## config.mk

```make
export PLATFORM = sky130hd
export DESIGN_NAME = tile_schedule_fsm_flat
export DESIGN_NICKNAME = d
export VERILOG_FILES = /design/src/rtl/tile_schedule_fsm_pkg.sv /design/src/rtl/tile_schedule_fsm_if.sv /design/src/rtl/tile_schedule_fsm_tile_index_counter.sv /design/src/rtl/tile_schedule_fsm.sv /design/src/flat_wrapper.sv
export SDC_FILE = /design/constraint.sdc
export NUM_CORES = 1
export LEC_CHECK = 0
export ABC_AREA = 0
export BUFFER_PORTS_ARGS = -buffer_cell sky130_fd_sc_hd__clkbuf_2
export CAP_MARGIN = 15
export CORE_MARGIN = 1
export CORE_UTILIZATION = 50
export CTS_BUF_LIST = sky130_fd_sc_hd__clkbuf_8
export DETAILED_ROUTE_END_ITERATION = 8
export GPL_ROUTABILITY_DRIVEN = 0
export GPL_TIMING_DRIVEN = 1
export PLACE_DENSITY = 0.77
export SETUP_SLACK_MARGIN = 0.5
export SYNTH_ARGS = -nofsm -noshare
export SYNTH_HDL_FRONTEND = slang
export SYNTH_SLANG_ARGS = --single-unit
```

## constraint.sdc

```tcl
create_clock -name clk -period 3.4 [get_ports clk]
set_input_delay 0.85 -clock clk [delete_from_list [all_inputs] [get_ports clk]]
set_output_delay 0.85 -clock clk [all_outputs]
set_load 0.005 [all_outputs]
```

## src/rtl/tile_schedule_fsm_pkg.sv

```systemverilog
// Shared types and constants for the blocked-matmul tile sequencer.
package tile_schedule_fsm_pkg;

    localparam int unsigned IdxW   = 2;
    localparam int unsigned CountW = 4;

    typedef enum logic [2:0] {
        StIdle,
        StLoad,
        StStart,
        StWait,
        StAccum,
        StNext,
        StDone
    } state_e;

    function automatic int unsigned calc_nb(int unsigned matrix_size, int unsigned block_size);
        return matrix_size / block_size;
    endfunction

endpackage

```

## src/rtl/tile_schedule_fsm_if.sv

```systemverilog
// Start/done handshake plus splitter, systolic and accumulator control bundle.
interface tile_schedule_fsm_if;
    import tile_schedule_fsm_pkg::*;

    logic              start;
    logic              systolic_done;
    logic              done;
    logic              computation_valid;
    logic [IdxW-1:0]   a_row_idx;
    logic [IdxW-1:0]   a_col_idx;
    logic [IdxW-1:0]   b_row_idx;
    logic [IdxW-1:0]   b_col_idx;
    logic [IdxW-1:0]   c_row_idx;
    logic [IdxW-1:0]   c_col_idx;
    logic              start_systolic;
    logic              accumulate_result;
    logic [CountW-1:0] computation_count;

    // Sequencer side.
    modport master (
        input  start, systolic_done,
        output done, computation_valid, a_row_idx, a_col_idx, b_row_idx, b_col_idx,
               c_row_idx, c_col_idx, start_systolic, accumulate_result, computation_count
    );

    // Host and datapath side.
    modport slave (
        output start, systolic_done,
        input  done, computation_valid, a_row_idx, a_col_idx, b_row_idx, b_col_idx,
               c_row_idx, c_col_idx, start_systolic, accumulate_result, computation_count
    );

endinterface

```

## src/rtl/tile_schedule_fsm_tile_index_counter.sv

```systemverilog
// Nested i/j/k tile counter (k innermost) with linear step count and last-step flag.
module tile_index_counter
    import tile_schedule_fsm_pkg::*;
#(
    parameter int unsigned Nb = 2
) (
    input  logic              clk,
    input  logic              rst_n,
    input  logic              clear_i,
    input  logic              advance_i,
    output logic [IdxW-1:0]   i_o,
    output logic [IdxW-1:0]   j_o,
    output logic [IdxW-1:0]   k_o,
    output logic [CountW-1:0] count_o,
    output logic              last_o
);

    localparam logic [IdxW-1:0] IdxMax = IdxW'(Nb - 1);

    logic [IdxW-1:0]   i_q, i_d, j_q, j_d, k_q, k_d;
    logic [CountW-1:0] count_q, count_d;

    always_comb begin
        i_d     = i_q;
        j_d     = j_q;
        k_d     = k_q;
        count_d = count_q;
        if (clear_i) begin
            i_d     = '0;
            j_d     = '0;
            k_d     = '0;
            count_d = '0;
        end else if (advance_i) begin
            count_d = count_q + CountW'(1);
            if (k_q == IdxMax) begin
                k_d = '0;
                if (j_q == IdxMax) begin
                    j_d = '0;
                    i_d = (i_q == IdxMax) ? '0 : i_q + IdxW'(1);
                end else begin
                    j_d = j_q + IdxW'(1);
                end
            end else begin
                k_d = k_q + IdxW'(1);
            end
        end
    end

    // rst_n is active-high despite its name.
    always_ff @(posedge clk or posedge rst_n) begin
        if (rst_n) begin
            i_q     <= '0;
            j_q     <= '0;
            k_q     <= '0;
            count_q <= '0;
        end else begin
            i_q     <= i_d;
            j_q     <= j_d;
            k_q     <= k_d;
            count_q <= count_d;
        end
    end

    assign i_o     = i_q;
    assign j_o     = j_q;
    assign k_o     = k_q;
    assign count_o = count_q;
    assign last_o  = (i_q == IdxMax) && (j_q == IdxMax) && (k_q == IdxMax);

endmodule

```

## src/rtl/tile_schedule_fsm.sv

```systemverilog
// Walks every (output block, reduction block) pair: load, launch systolic, wait, accumulate.
module tile_schedule_fsm
    import tile_schedule_fsm_pkg::*;
#(
    parameter int unsigned MATRIX_SIZE = 128,
    parameter int unsigned BLOCK_SIZE  = 64
) (
    input logic                 clk,
    input logic                 rst_n,
    tile_schedule_fsm_if.master bus
);

    localparam int unsigned Nb = calc_nb(MATRIX_SIZE, BLOCK_SIZE);

    state_e          state_q, state_d;
    logic            cnt_clear, cnt_advance, cnt_last;
    logic [IdxW-1:0] idx_i, idx_j, idx_k;

    tile_index_counter #(
        .Nb (Nb)
    ) u_counter (
        .clk       (clk),
        .rst_n     (rst_n),
        .clear_i   (cnt_clear),
        .advance_i (cnt_advance),
        .i_o       (idx_i),
        .j_o       (idx_j),
        .k_o       (idx_k),
        .count_o   (bus.computation_count),
        .last_o    (cnt_last)
    );

    always_comb begin
        state_d     = state_q;
        cnt_clear   = 1'b0;
        cnt_advance = 1'b0;
        unique case (state_q)
            StIdle: begin
                if (bus.start) begin
                    state_d   = StLoad;
                    cnt_clear = 1'b1;
                end
            end
            StLoad:  state_d = StStart;
            StStart: state_d = StWait;
            StWait:  if (bus.systolic_done) state_d = StAccum;
            StAccum: state_d = StNext;
            StNext: begin
                // cnt_last reflects the step just finished, before the advance lands.
                cnt_advance = 1'b1;
                state_d     = cnt_last ? StDone : StLoad;
            end
            StDone:  state_d = StIdle;
            default: state_d = StIdle;
        endcase
    end

    // rst_n is active-high despite its name.
    always_ff @(posedge clk or posedge rst_n) begin
        if (rst_n) begin
            state_q <= StIdle;
        end else begin
            state_q <= state_d;
        end
    end

    assign bus.done              = (state_q == StDone);
    assign bus.start_systolic    = (state_q == StStart);
    assign bus.accumulate_result = (state_q == StAccum);
    assign bus.computation_valid = (state_q == StLoad) || (state_q == StStart) ||
                                   (state_q == StWait) || (state_q == StAccum);

    assign bus.a_row_idx = idx_i;
    assign bus.a_col_idx = idx_k;
    assign bus.b_row_idx = idx_k;
    assign bus.b_col_idx = idx_j;
    assign bus.c_row_idx = idx_i;
    assign bus.c_col_idx = idx_j;

endmodule

```

## src/flat_wrapper.sv

```systemverilog
// flat-port wrapper written by rule: the top's interface ports become plain ports
module tile_schedule_fsm_flat import tile_schedule_fsm_pkg::*;
#(
    parameter int unsigned MATRIX_SIZE = 128,
    parameter int unsigned BLOCK_SIZE  = 64
)
  (clk, rst_n, bus_start, bus_systolic_done, bus_done, bus_computation_valid, bus_a_row_idx, bus_a_col_idx, bus_b_row_idx, bus_b_col_idx, bus_c_row_idx, bus_c_col_idx, bus_start_systolic, bus_accumulate_result, bus_computation_count);
  tile_schedule_fsm_if bus_i ();
  input logic clk;
  input logic rst_n;
  input wire logic [$bits(bus_i.start)-1:0] bus_start;
  input wire logic [$bits(bus_i.systolic_done)-1:0] bus_systolic_done;
  output wire logic [$bits(bus_i.done)-1:0] bus_done;
  output wire logic [$bits(bus_i.computation_valid)-1:0] bus_computation_valid;
  output wire logic [$bits(bus_i.a_row_idx)-1:0] bus_a_row_idx;
  output wire logic [$bits(bus_i.a_col_idx)-1:0] bus_a_col_idx;
  output wire logic [$bits(bus_i.b_row_idx)-1:0] bus_b_row_idx;
  output wire logic [$bits(bus_i.b_col_idx)-1:0] bus_b_col_idx;
  output wire logic [$bits(bus_i.c_row_idx)-1:0] bus_c_row_idx;
  output wire logic [$bits(bus_i.c_col_idx)-1:0] bus_c_col_idx;
  output wire logic [$bits(bus_i.start_systolic)-1:0] bus_start_systolic;
  output wire logic [$bits(bus_i.accumulate_result)-1:0] bus_accumulate_result;
  output wire logic [$bits(bus_i.computation_count)-1:0] bus_computation_count;
  assign bus_i.start = bus_start;
  assign bus_i.systolic_done = bus_systolic_done;
  assign bus_done = bus_i.done;
  assign bus_computation_valid = bus_i.computation_valid;
  assign bus_a_row_idx = bus_i.a_row_idx;
  assign bus_a_col_idx = bus_i.a_col_idx;
  assign bus_b_row_idx = bus_i.b_row_idx;
  assign bus_b_col_idx = bus_i.b_col_idx;
  assign bus_c_row_idx = bus_i.c_row_idx;
  assign bus_c_col_idx = bus_i.c_col_idx;
  assign bus_start_systolic = bus_i.start_systolic;
  assign bus_accumulate_result = bus_i.accumulate_result;
  assign bus_computation_count = bus_i.computation_count;
  tile_schedule_fsm #(.MATRIX_SIZE(MATRIX_SIZE), .BLOCK_SIZE(BLOCK_SIZE)) u_core (.clk(clk), .rst_n(rst_n), .bus(bus_i));
endmodule
```

## Yosys cells after proc, flatten, opt, wreduce, memory -nomap -nowiden

Cells that the tools add are included.
W data, S select, Z words.

- Bits in registers: 13
- Latch bits: 0
- Bits in writable memories: 0
- ROM bits: 0
- Output and inout bits: 20
- Memories: 0

- Add/sub/neg operators: 4
- Multiply operators: 0
- Div/mod/pow operators: 0
- Magnitude comparators: 0
- Equal/unequal tests: 11
- Shift-type cells: 0
- Mux-type cells: 21
- Bitwise gates (word level): 0
- Reductions and logical operators: 12

Operator list:

| kind | count |
|---|---|
| $mux W2 | 12 |
| $pmux W3 S6 | 1 |
| $eq A3 B3 Y1 const B | 3 |
| $mux W3 | 3 |
| $mux W4 | 2 |
| $add A2 B1 Y2 const B | 3 |
| $eq A2 B1 Y1 const B | 3 |
| $eq A3 B2 Y1 const B | 2 |
| $reduce_bool A2 Y1 | 3 |
| $add A4 B1 Y4 const B | 1 |
| $ne A2 B2 Y1 const B | 2 |
| $reduce_and A2 Y1 | 2 |
| $eq A3 B1 Y1 const B | 1 |
| $logic_not A3 Y1 | 1 |
| $logic_or A1 B1 Y1 | 3 |
| $mux W1 | 3 |
| $reduce_and A3 Y1 | 1 |
| $logic_and A1 B1 Y1 | 2 |

## Logic depth before layout (Yosys ltp)

Gate-level depths: netlist (run 1).

- Depth after elaboration: 6
- Gate-level depth with buffers: 5
- Depth with buffers taken out: 4

## Cells and area by module

From an unflattened synthesis (run 1), not the netlist that was laid out.

- Cells, all modules: 73
- Area, all modules: 764.5 um^2

By module, submodules not included:

| module | times used | cells an instance | area each (um^2) |
|---|---|---|---|
| tile_index_counter | 1 | 42 | 490.5 |
| tile_schedule_fsm | 1 | 31 | 274.0 |

## Worst setup path after synthesis (run 1)

OpenSTA, ideal clock, no wires.

- Path type: flip-flop to output port
- From: reg u_core.state_q[1]
- To: out bus_computation_valid
- Arrival time: 866 ps
- Required time: 2550 ps
- Path slack: 1684 ps
- Cell stages (with the launch flop): 4
- Path through: dfrtp_1 clkbuf_1 nor2_1 xnor2_1

- Cells in the longest elaborated chain, start to end: 4
- Elaborated cells on any way between the ends: 7
- Those cells by class: eq/ne (4); reduce/logical (3)

RTL lines:

| item | line | text |
|---|---|---|
| start, declared | tile_schedule_fsm.sv:15 | `state_e state_q, state_d;` |
| start signal, assigned | tile_schedule_fsm.sv:61 | `state_q <= StIdle;` |
| start signal, assigned | tile_schedule_fsm.sv:63 | `state_q <= state_d;` |
| $eq A3 B1 Y1 or $eq A3 B2 Y1 (tied branches) | tile_schedule_fsm.sv:70 | `assign bus.computation_valid = (state_q == StLoad) \|\| (state_q == StStart) \|\|` |
| $logic_or A1 B1 Y1 (2 in a row) | tile_schedule_fsm.sv:70 |  |
| $logic_or A1 B1 Y1 * | tile_schedule_fsm.sv:71 | `(state_q == StWait) \|\| (state_q == StAccum);` |
| end, declared | flat_wrapper.sv:14 | `output wire logic [$bits(bus_i.computation_valid)-1:0] bus_computation_valid;` |

Mark *: on every way between the ends. The rest lies on a longest branch, timed or not.

## Final worst setup path (run 1)

Same ends and word-level chain as after synthesis.

==> flow_summary.ini, run 1 <==
[synth]
synth_seq_cells = 13
synth_edf_count = 0
synth_most_common_cell = dfrtp_1
synth-main-ff-cell = dfrtp_1
yosysUniqueCellTypes = 31
synth.largest_area_cell = dfrtp_1
ys_seq_area_share_pct = 45.3
syn_area_um2 = 718
ys_top_cells_by_count = 13 x dfrtp_1, 7 x buf_4, 6 x nor2_1
synthTopCellsByArea = dfrtp_1 45%, buf_4 7.3%, o31ai_1 4.2%, xor2_1 3.7%, nor2_1 3.1%
yosysWarningCount = 0
synthCells = 70
synth_nets = 75
syn_area_per_cell_um2 = 10.3
synthArstFlopShare_pct = 100
netlist.area_leader.share_pct = 45.3

[route]
wl_met1_um = 658
wl_mm = 1.34
post_drt_wl_per_cell_um = 13.1
viasPerCell = 5.61
antenna_left = 0
vias = 572
top_layer = met4
firstDrtPassIters = 4
drc = 0
route.met3.wl_um = 51
met2_length_um = 615
drtIter0Drc = 14

[place]
portBuffers = 23
dp.final_hpwl_um = 977
dp_slack_ps = 1550

[clocking]
path_clk_slew_ps = 60
insertion_delay_ps = 240
hold_buffers = 0
post_cts_resized = 0
cts.sink_count = 13
cts_tree = built
cts_setup_buffers = 0
cts_made_buffers = 3
root_buffer = clkbuf_8
cts_buffer_depth = 2
htree_levels = 1

[timing]
fmax_mhz = 477
min_period_ps = 2100
tightestPinTransition_ps = 556
rsz0062_at_grt = no
tns_ps = 0
finalCritPeriodShare_pct = 61.7
layout_setup_ws_ps = 1300
setup_violations = 0
fin_skew_ps = 3.49
maxSlewHeadroom_pct = 62.9
slew_violations = 0
hold_violations = 0

[final_layout]
area_growth_pct = 15.9
ff_latch_area_um2 = 325
n_antenna_cell = 0
fillers = 105
fin_nets = 93
multiInputGateArea_um2 = 320
drive_gt1_share_pct = 31.0

[hold_path]
hold_class = reg2reg
holdCritStartpoint = u_core.u_counter.count_o[3]
holdPathStages = 1
worstHoldEndpoint = u_core.u_counter.count_o[3]

[global_routing]
grt_overflow = 0
grt_usage_pct = 21.5
grt_pass1_wl_mm = 2.21
antenna_found_initial = 0
grt_pass1_vias = 487
grt_max_degree = 14

[floorplanning]
fp-row-count = 13
dieWidth_um = 39.9
dieArea_mm2 = 0.00159
core_mm2 = 0.00132
die_h_um = 39.9
start_util_pct = 54.5
ios = 24

[worst_setup_path]
worstPathCellList = nor2_1, xnor2_1, clkbuf_2
r2r_slack_ps = 1590
critPathKind = reg2out
r2r_end = u_core.u_counter.i_o[0]
timing.rr.start = u_core.state_q[2]
cp-end-kind = output pin
worstPathRequired_ps = 2550
cp-start-kind = register
critPathBufInv = 1
cp.arrival_ps = 1250
slowest_stage = dfrtp_1
path_delay_family = flip-flops
reg2reg_depth = 3
worstPathMaxFanout = 12
cpPeakStageDelay_ps = 480

[status]
status = finished, final reports clean

[power_and_ir_drop]
p_leak_nw = 0.435
peakVddDrop_v = 0.000382
powerDensity_mw_per_mm2 = 743

[job]
max-cap-violations = 0
==> metrics by stage <==
stage | instances | total power [mW] | hold slack, ps | instance area, um2 | utilization [%]
after floorplan | 70 | 0.427 | 476 | 718 | -
after global placement | 98 | 0.481 | 481 | 787 | 59.7
after detailed placement | 98 | 0.488 | 478 | 787 | 59.7
after CTS | 102 | 0.623 | 485 | 832 | 63.2
after global routing | 102 | 0.670 | 517 | 832 | 63.2
final | 102 | 0.618 | 486 | 832 | 63.2
==> worst max path at each step <==
stage / startpoint / endpoint / slack (ps) / depth (start not counted)
after floorplan: u_core.state_q[1] / bus_computation_valid / 1680 / 3
after global placement: bus_start / u_core.u_counter.count_o[3] / 1560 / 4
after detailed placement: bus_start / u_core.u_counter.j_o[0] / 1550 / 4
after CTS: u_core.state_q[1] / bus_computation_valid / 1290 / 3
after global routing: u_core.state_q[1] / bus_computation_valid / 1220 / 3
final: u_core.state_q[1] / bus_computation_valid / 1300 / 3
==> power breakdown <==
group,switching [mW],internal [mW]
sequential,0.0813,0.196
clock,0.0538,0.0796
combinational,0.0984,0.109
==> final cells by class <==
cell class	instances	share of cell area, %
clock buffers	3	4.96
inverters	2	0.902
repair buffers	23	13.8
well taps	15	2.26
clock inverters	1	0.451
flip-flops and latches	13	39.1
multi-input cells	45	38.5
==> state kept, by name, indices dropped and copies added (netlist names) <==
register                  flops
u_core.state_q                3
u_core.u_counter.count_o      4
u_core.u_counter.i_o          2
u_core.u_counter.j_o          2
u_core.u_counter.k_o          2
==> cells in the final DEF, fill, tap and decap left out <==
master	netlist	final
inv_1	2	3
nor3b_1	1	1
a21oi_1	2	2
mux2i_1	2	2
a31oi_1	1	1
clkbuf_2	0	23
nand4b_1	1	1
xor2_1	3	3
nor2b_1	1	1
o211ai_1	2	2
dfrtp_1	13	13
nor4b_2	1	1
nand3_1	1	1
or3_1	2	2
o41ai_1	1	1
clkbuf_8	0	3
o21ai_0	2	2
nand2b_1	3	3
xnor2_1	1	1
or4b_1	1	1
o31ai_1	4	4
or4_1	1	1
and3_1	2	2
a21o_1	1	1
o311a_1	1	1
nor2_1	6	6
o211a_1	1	1
nand3b_1	2	2
ha_1	1	1
nand2_1	1	1
==> layer usage <==
metal  global-route usage, %  vias to the layer above
met5                       0                        -
met4                    12.9                        0
met1                    31.3                      268
met2                    29.4                       18
li1                        -                      284
met3                    3.41                        2
==> cells by family after synthesis <==
group / count (synthesis) / synth area share (%)
and+or+nand+nor: 23 / 20.2
AOI/OAI and AO/OA: 15 / 15.0
xor gates and xnor gates: 4 / 4.88
buffers and inverters: 12 / 10.1
DFF: 13 / 45.3
muxes: 2 / 2.79
adders and majority gates: 1 / 1.74
(Power assumes the default switching activity.)
==> run 2: changes to the inputs <==
--- a/config.mk
+++ b/config.mk
@@ -9,12 +9,12 @@
 export BUFFER_PORTS_ARGS = -buffer_cell sky130_fd_sc_hd__clkbuf_2
 export CAP_MARGIN = 15
 export CORE_MARGIN = 1
-export CORE_UTILIZATION = 50
+export CORE_UTILIZATION = 46
 export CTS_BUF_LIST = sky130_fd_sc_hd__clkbuf_8
 export DETAILED_ROUTE_END_ITERATION = 8
 export GPL_ROUTABILITY_DRIVEN = 0
 export GPL_TIMING_DRIVEN = 1
-export PLACE_DENSITY = 0.77
+export PLACE_DENSITY = 0.75
 export SETUP_SLACK_MARGIN = 0.5
 export SYNTH_ARGS = -nofsm -noshare
 export SYNTH_HDL_FRONTEND = slang
==> constraint.sdc (replaced) <==
create_clock -name clk -period 1.7 [get_ports clk]
set_input_delay 0.425 -clock clk [delete_from_list [all_inputs] [get_ports clk]]
set_output_delay 0.425 -clock clk [all_outputs]
set_load 0.005 [all_outputs]
==> run 2 against run 1 <==
  * Non-clock buffer count grew 23
  * Wire length grew 43%
  * First-iteration DRC count shrank 21%
  * Setup slack lost 1100 ps
  * Final cell count grew 23%
  * Total power grew to 2.8 times the previous value
  * Hold slack lost 310 ps
  * Clock power grew 99%
  * Largest power group is now combinational cells
  * Highest routed layer unchanged
==> flow_summary.ini, run 2 (synthesis results as in run 1) <==
[timing]
finalCritPeriodShare_pct = 90.0
setup_violations = 0
slew_violations = 0
fmax_mhz = 654
whs_ps = 181
tightestPinTransition_ps = 490
min_period_ps = 1530
fin_skew_ps = 0.702
tns_ps = 0
rsz0062_at_grt = yes
maxSlewHeadroom_pct = 67.3
hold_violations = 0

[final_layout]
n_antenna_cell = 0
final_common_cell = clkbuf_2
largest_reg_flops = 4
fin_nets = 116
layout_common_cells = 20 x clkbuf_2, 17 x buf_4, 10 x dfrtp_1
fin_cells = 125
multiInputGateArea_um2 = 377
area_growth_pct = 50.5
ff_latch_area_um2 = 329
drive_gt1_share_pct = 57.3
fillers = 92
final_util_pct = 78.2

[clocking]
htree_levels = 1
cts.sink_count = 13
cts_buffer_depth = 2
cts_made_buffers = 3
path_clk_slew_ps = 50
root_buffer = clkbuf_8
cts_tree = built
insertion_delay_ps = 240
hold_buffers = 0

[global_routing]
grt_usage_pct = 22.8
grt_pass1_wl_mm = 2.98
grt_util_met1_pct = 26.9
grt-busiest-layer = met2
grt_overflow = 0
grt_pass1_vias = 678
grt_use_met3_pct = 4.35
grt_util_met2_pct = 38.4
antenna_found_initial = 0
grt_max_degree = 14

[power_and_ir_drop]
power_mw = 1.70
p_comb_share_pct = 53.0
sw_frac_of_total_pct = 36.9
powerDensity_mw_per_mm2 = 1570
clockPowerShare_pct = 15.6
power.share.sequential_pct = 31.4
peakVddDrop_v = 0.000970
internal-power_mw = 1.07
p_sw_uw = 628
p_leak_nw = 0.572

[place]
portBuffers = 23
dp.final_hpwl_um = 992
placed_cells = 99

[floorplanning]
dieArea_mm2 = 0.00172
dieWidth_um = 41.5
core_mm2 = 0.00138
ios = 24
die_h_um = 41.5
start_util_pct = 51.9
fp-row-count = 13

[route]
post_drt_wl_per_cell_um = 15.3
vias = 682
drc = 0
wl_mm = 1.92
firstDrtPassIters = 5
viasPerCell = 5.46
drtIter0Drc = 11
antenna_left = 0

[worst_setup_path]
worstPathMaxFanout = 6
worstPathRequired_ps = 1270
cp-end-kind = output pin
reg2reg_depth = 4
cp.arrival_ps = 1110
cp-start-kind = register
r2r_end = u_core.u_counter.j_o[0]
r2r_slack_ps = 190
timing.rr.start = u_core.state_q[0]
critPathKind = reg2out

[hold_path]
hold_class = in2async

[job]
max-cap-violations = 0

[status]
status = finished, final reports clean
[run 2: final cells by class]
class	count	area share (%)
Multi-Input combinational cell	45	34.8
Sequential cell	13	30.4
Timing Repair Buffer	46	28.1
Clock buffer	3	3.82
Tap cell	15	1.74
Inverter	2	0.694
Clock inverter	1	0.347
[run 2: repair_timing]
| action | 4_1_cts | 5_1_grt |
|---|---|---|
| hold endpoints to repair | 0 | 0 |
| gates resized for setup | 10 | 12 |
| setup endpoints to repair | 30 | 31 |
| pin swaps | 7 | 10 |
| buffers inserted | 15 | 7 |
[run 2: worst max-delay path by stage]
| stage | from | endpoint | slack, ps | depth (start not counted) |
|---|---|---|---|---|
| 2_1_floorplan | u_core.u_counter.k_o[1] | u_core.u_counter.i_o[0] | 460 | 3 |
| 3_3_place_gp | u_core.state_q[0] | u_core.u_counter.j_o[0] | 290 | 3 |
| 3_5_place_dp | u_core.state_q[1] | u_core.u_counter.i_o[0] | 260 | 3 |
| 4_1_cts | u_core.state_q[0] | bus_computation_valid | 180 | 3 |
| 5_1_grt | u_core.state_q[1] | bus_computation_valid | 120 | 3 |
| 6_report | u_core.state_q[1] | bus_computation_valid | 170 | 3 |
[run 2: layer usage]
layer,up-vias,wire [um]
met3,2,100
met1,323,832
met2,27,971
met4,0,10
met5,-,0
li1,330,-
[run 2: critical path, cell delays in order (launching register included)]
cell and delay (ps):
dfrtp_2 450, nor2_4 130, xnor2_1 130, buf_2 140
[run 2: power groups by stage]
stage / registers, mW / clock network (mW) / logic [mW]
finish: 0.535 / 0.265 / 0.902
global route: 0.546 / 0.280 / 0.988
CTS: 0.525 / 0.270 / 0.729
detailed placement: 0.569 / 0 / 0.436
global placement: 0.558 / 0 / 0.430
floorplan: 0.467 / 0 / 0.422
[run 2: metrics by stage]
stage	instance area (um2)	worst slack, ps
finish	1080	170
global route	1080	122
CTS	995	181
detailed placement	806	260
global placement	806	291
floorplan	734	460
==> run 3: changes to the inputs <==
--- a/config.mk
+++ b/config.mk
@@ -6,15 +6,17 @@
 export NUM_CORES = 1
 export LEC_CHECK = 0
 export ABC_AREA = 0
-export BUFFER_PORTS_ARGS = -buffer_cell sky130_fd_sc_hd__clkbuf_2
+export BUFFER_PORTS_ARGS = -buffer_cell sky130_fd_sc_hd__buf_2
 export CAP_MARGIN = 15
+export CELL_PAD_IN_SITES_DETAIL_PLACEMENT = 1
+export CELL_PAD_IN_SITES_GLOBAL_PLACEMENT = 1
 export CORE_MARGIN = 1
-export CORE_UTILIZATION = 46
+export CORE_UTILIZATION = 34
 export CTS_BUF_LIST = sky130_fd_sc_hd__clkbuf_8
 export DETAILED_ROUTE_END_ITERATION = 8
 export GPL_ROUTABILITY_DRIVEN = 0
 export GPL_TIMING_DRIVEN = 1
-export PLACE_DENSITY = 0.75
+export PLACE_DENSITY = 0.74
 export SETUP_SLACK_MARGIN = 0.5
 export SYNTH_ARGS = -nofsm -noshare
 export SYNTH_HDL_FRONTEND = slang
==> run 3 against run 2 <==
  * Flip-flop and latch count is the same
  * Total power is 6.6% higher
  * Wire length rose by 41%
  * Non-clock buffer count grew 4
  * Count of clock-buffer cells in the layout unchanged
  * Clock skew is 4.2 ps higher
  * Combinational power rose by 8.2%
  * Global-route usage up 1.0 points
  * Critical path type unchanged
  * Largest power group unchanged
  * Highest routed layer unchanged
==> flow_summary.ini, run 3 (synthesis results as in run 1) <==
[route]
vias = 775
drtIter0Drc = 6
viasPerCell = 5.50
drc = 0
firstDrtPassIters = 5
wl_mm = 2.70
antenna_left = 0
post_drt_wl_per_cell_um = 19.2

[floorplanning]
dieWidth_um = 48.0
die_h_um = 48.0
start_util_pct = 36.2
dieArea_mm2 = 0.00230
core_mm2 = 0.00198
fp-row-count = 16
ios = 24

[worst_setup_path]
worstPathRequired_ps = 1270
r2r_slack_ps = 140
cp-end-kind = output pin
worstPathMaxFanout = 6
cp.arrival_ps = 1170
cpPeakStageDelay_ps = 480
cp-start-kind = register
r2r_end = u_core.u_counter.count_o[3]
endpoint = bus_computation_valid
critPathKind = reg2out
worstPathCellList = nor2_4, xnor2_1, buf_2
reg2reg_depth = 4
crit_start = u_core.state_q[0]
slowest_stage = dfrtp_2
timing.rr.start = u_core.state_q[0]

[timing]
tns_ps = 0
maxSlewHeadroom_pct = 64.9
slew_violations = 0
fmax_mhz = 627
tightestPinTransition_ps = 526
hold_violations = 0
finalCritPeriodShare_pct = 93.9
setup_violations = 0
fin_skew_ps = 4.89
whs_ps = 194
rsz0062_at_grt = yes
min_period_ps = 1600

[job]
max-cap-violations = 0

[status]
status = finished, final reports clean

[power_and_ir_drop]
p_comb_share_pct = 53.8
power.share.sequential_pct = 30.4
clockPowerShare_pct = 15.8
powerDensity_mw_per_mm2 = 1520
internal-power_mw = 1.10
sw_frac_of_total_pct = 39.4
p_leak_nw = 0.601
peakVddDrop_v = 0.000861
p_sw_uw = 714

[final_layout]
fillers = 213
layout_common_cells = 19 x buf_4, 16 x buf_2, 15 x buf_6
final_common_cell = buf_4
largest_reg_flops = 4
final_util_pct = 60.1
area_growth_pct = 65.9
n_antenna_cell = 0
drive_gt1_share_pct = 62.3
fin_nets = 120

[global_routing]
grt_usage_pct = 23.8
grt_max_degree = 14
grt_pass1_vias = 734
grt_pass1_wl_mm = 3.53
antenna_found_initial = 0
grt_overflow = 0

[clocking]
htree_levels = 1
cts_made_buffers = 3
root_buffer = clkbuf_8
path_clk_slew_ps = 60
cts.sink_count = 13
insertion_delay_ps = 260
cts_buffer_depth = 2
cts_tree = built

[hold_path]
hold_class = in2async

[place]
dp.final_hpwl_mm = 1.21
portBuffers = 23
run 3: cell count changes in the layout (fill, tap and decap cells not counted), sizes merged:
cell,previous run,this run
buf,26,50
clkbuf,23,3
run 3: cell type report:
type	instances	area, um2	area share, %
clock buffers	3	41.3	3.47
inverters	2	7.51	0.630
repair buffers	50	392	32.9
flip-flops and latches	13	333	27.9
clock inverters	1	3.75	0.315
well taps	27	33.8	2.84
multi-input cells	45	380	31.9
run 3: worst min path at each step:
stage                                      startpoint                          end  slack, ps  depth (start not counted)
after global placement    u_core.u_counter.count_o[3]  u_core.u_counter.count_o[3]        470                          1
after global routing                            rst_n      u_core.u_counter.j_o[0]        250                          2
after detailed placement                        rst_n  u_core.u_counter.count_o[0]        480                          2
after CTS                                       rst_n      u_core.u_counter.j_o[0]        200                          2
after floorplan                                 rst_n            u_core.state_q[0]        300                          1
final                                           rst_n      u_core.u_counter.j_o[0]        190                          2
run 3: power by group through the flow:
stage / registers [mW] / logic (mW) / clock network [mW]
floorplan: 0.467 / 0.422 / 0
global placement: 0.560 / 0.447 / 0
detailed placement: 0.567 / 0.462 / 0
CTS: 0.535 / 0.732 / 0.295
global route: 0.562 / 1.04 / 0.305
finish: 0.551 / 0.976 / 0.286
run 3: per-layer routing:
layer / vias up / track usage [%] / wire length, um
met3: 17 / 7.17 / 106
met5: - / 0 / 0
met1: 391 / 27.5 / 1060
met4: 0 / 10.6 / 125
li1: 337 / - / -
met2: 30 / 40.5 / 1410
run 3: repair_timing:
item | 4_1_cts | 5_1_grt
setup endpoints to repair | 33 | 32
gates resized for setup | 14 | 19
pin swaps | 5 | 2
buffers inserted | 17 | 8
hold buffers | 0 | 0
run 3: worst max-delay path: cells and delay by family, from the launching register on:
family / cells / cell delay, ps
xor+xnor: 1 / 140
buf+inv: 1 / 140
simple gates: 1 / 150
flops: 1 / 480
run 3: metrics by stage:
step / instance area [um2] / std cells / power, mW / setup WS (ps)
finish: 1190 / 141 / 1.81 / 104
CTS: 1050 / 133 / 1.56 / 160
detailed placement: 828 / 112 / 1.03 / 235
global route: 1190 / 141 / 1.90 / 81.1
global placement: 828 / 112 / 1.01 / 239
floorplan: 734 / 70 / 0.889 / 460
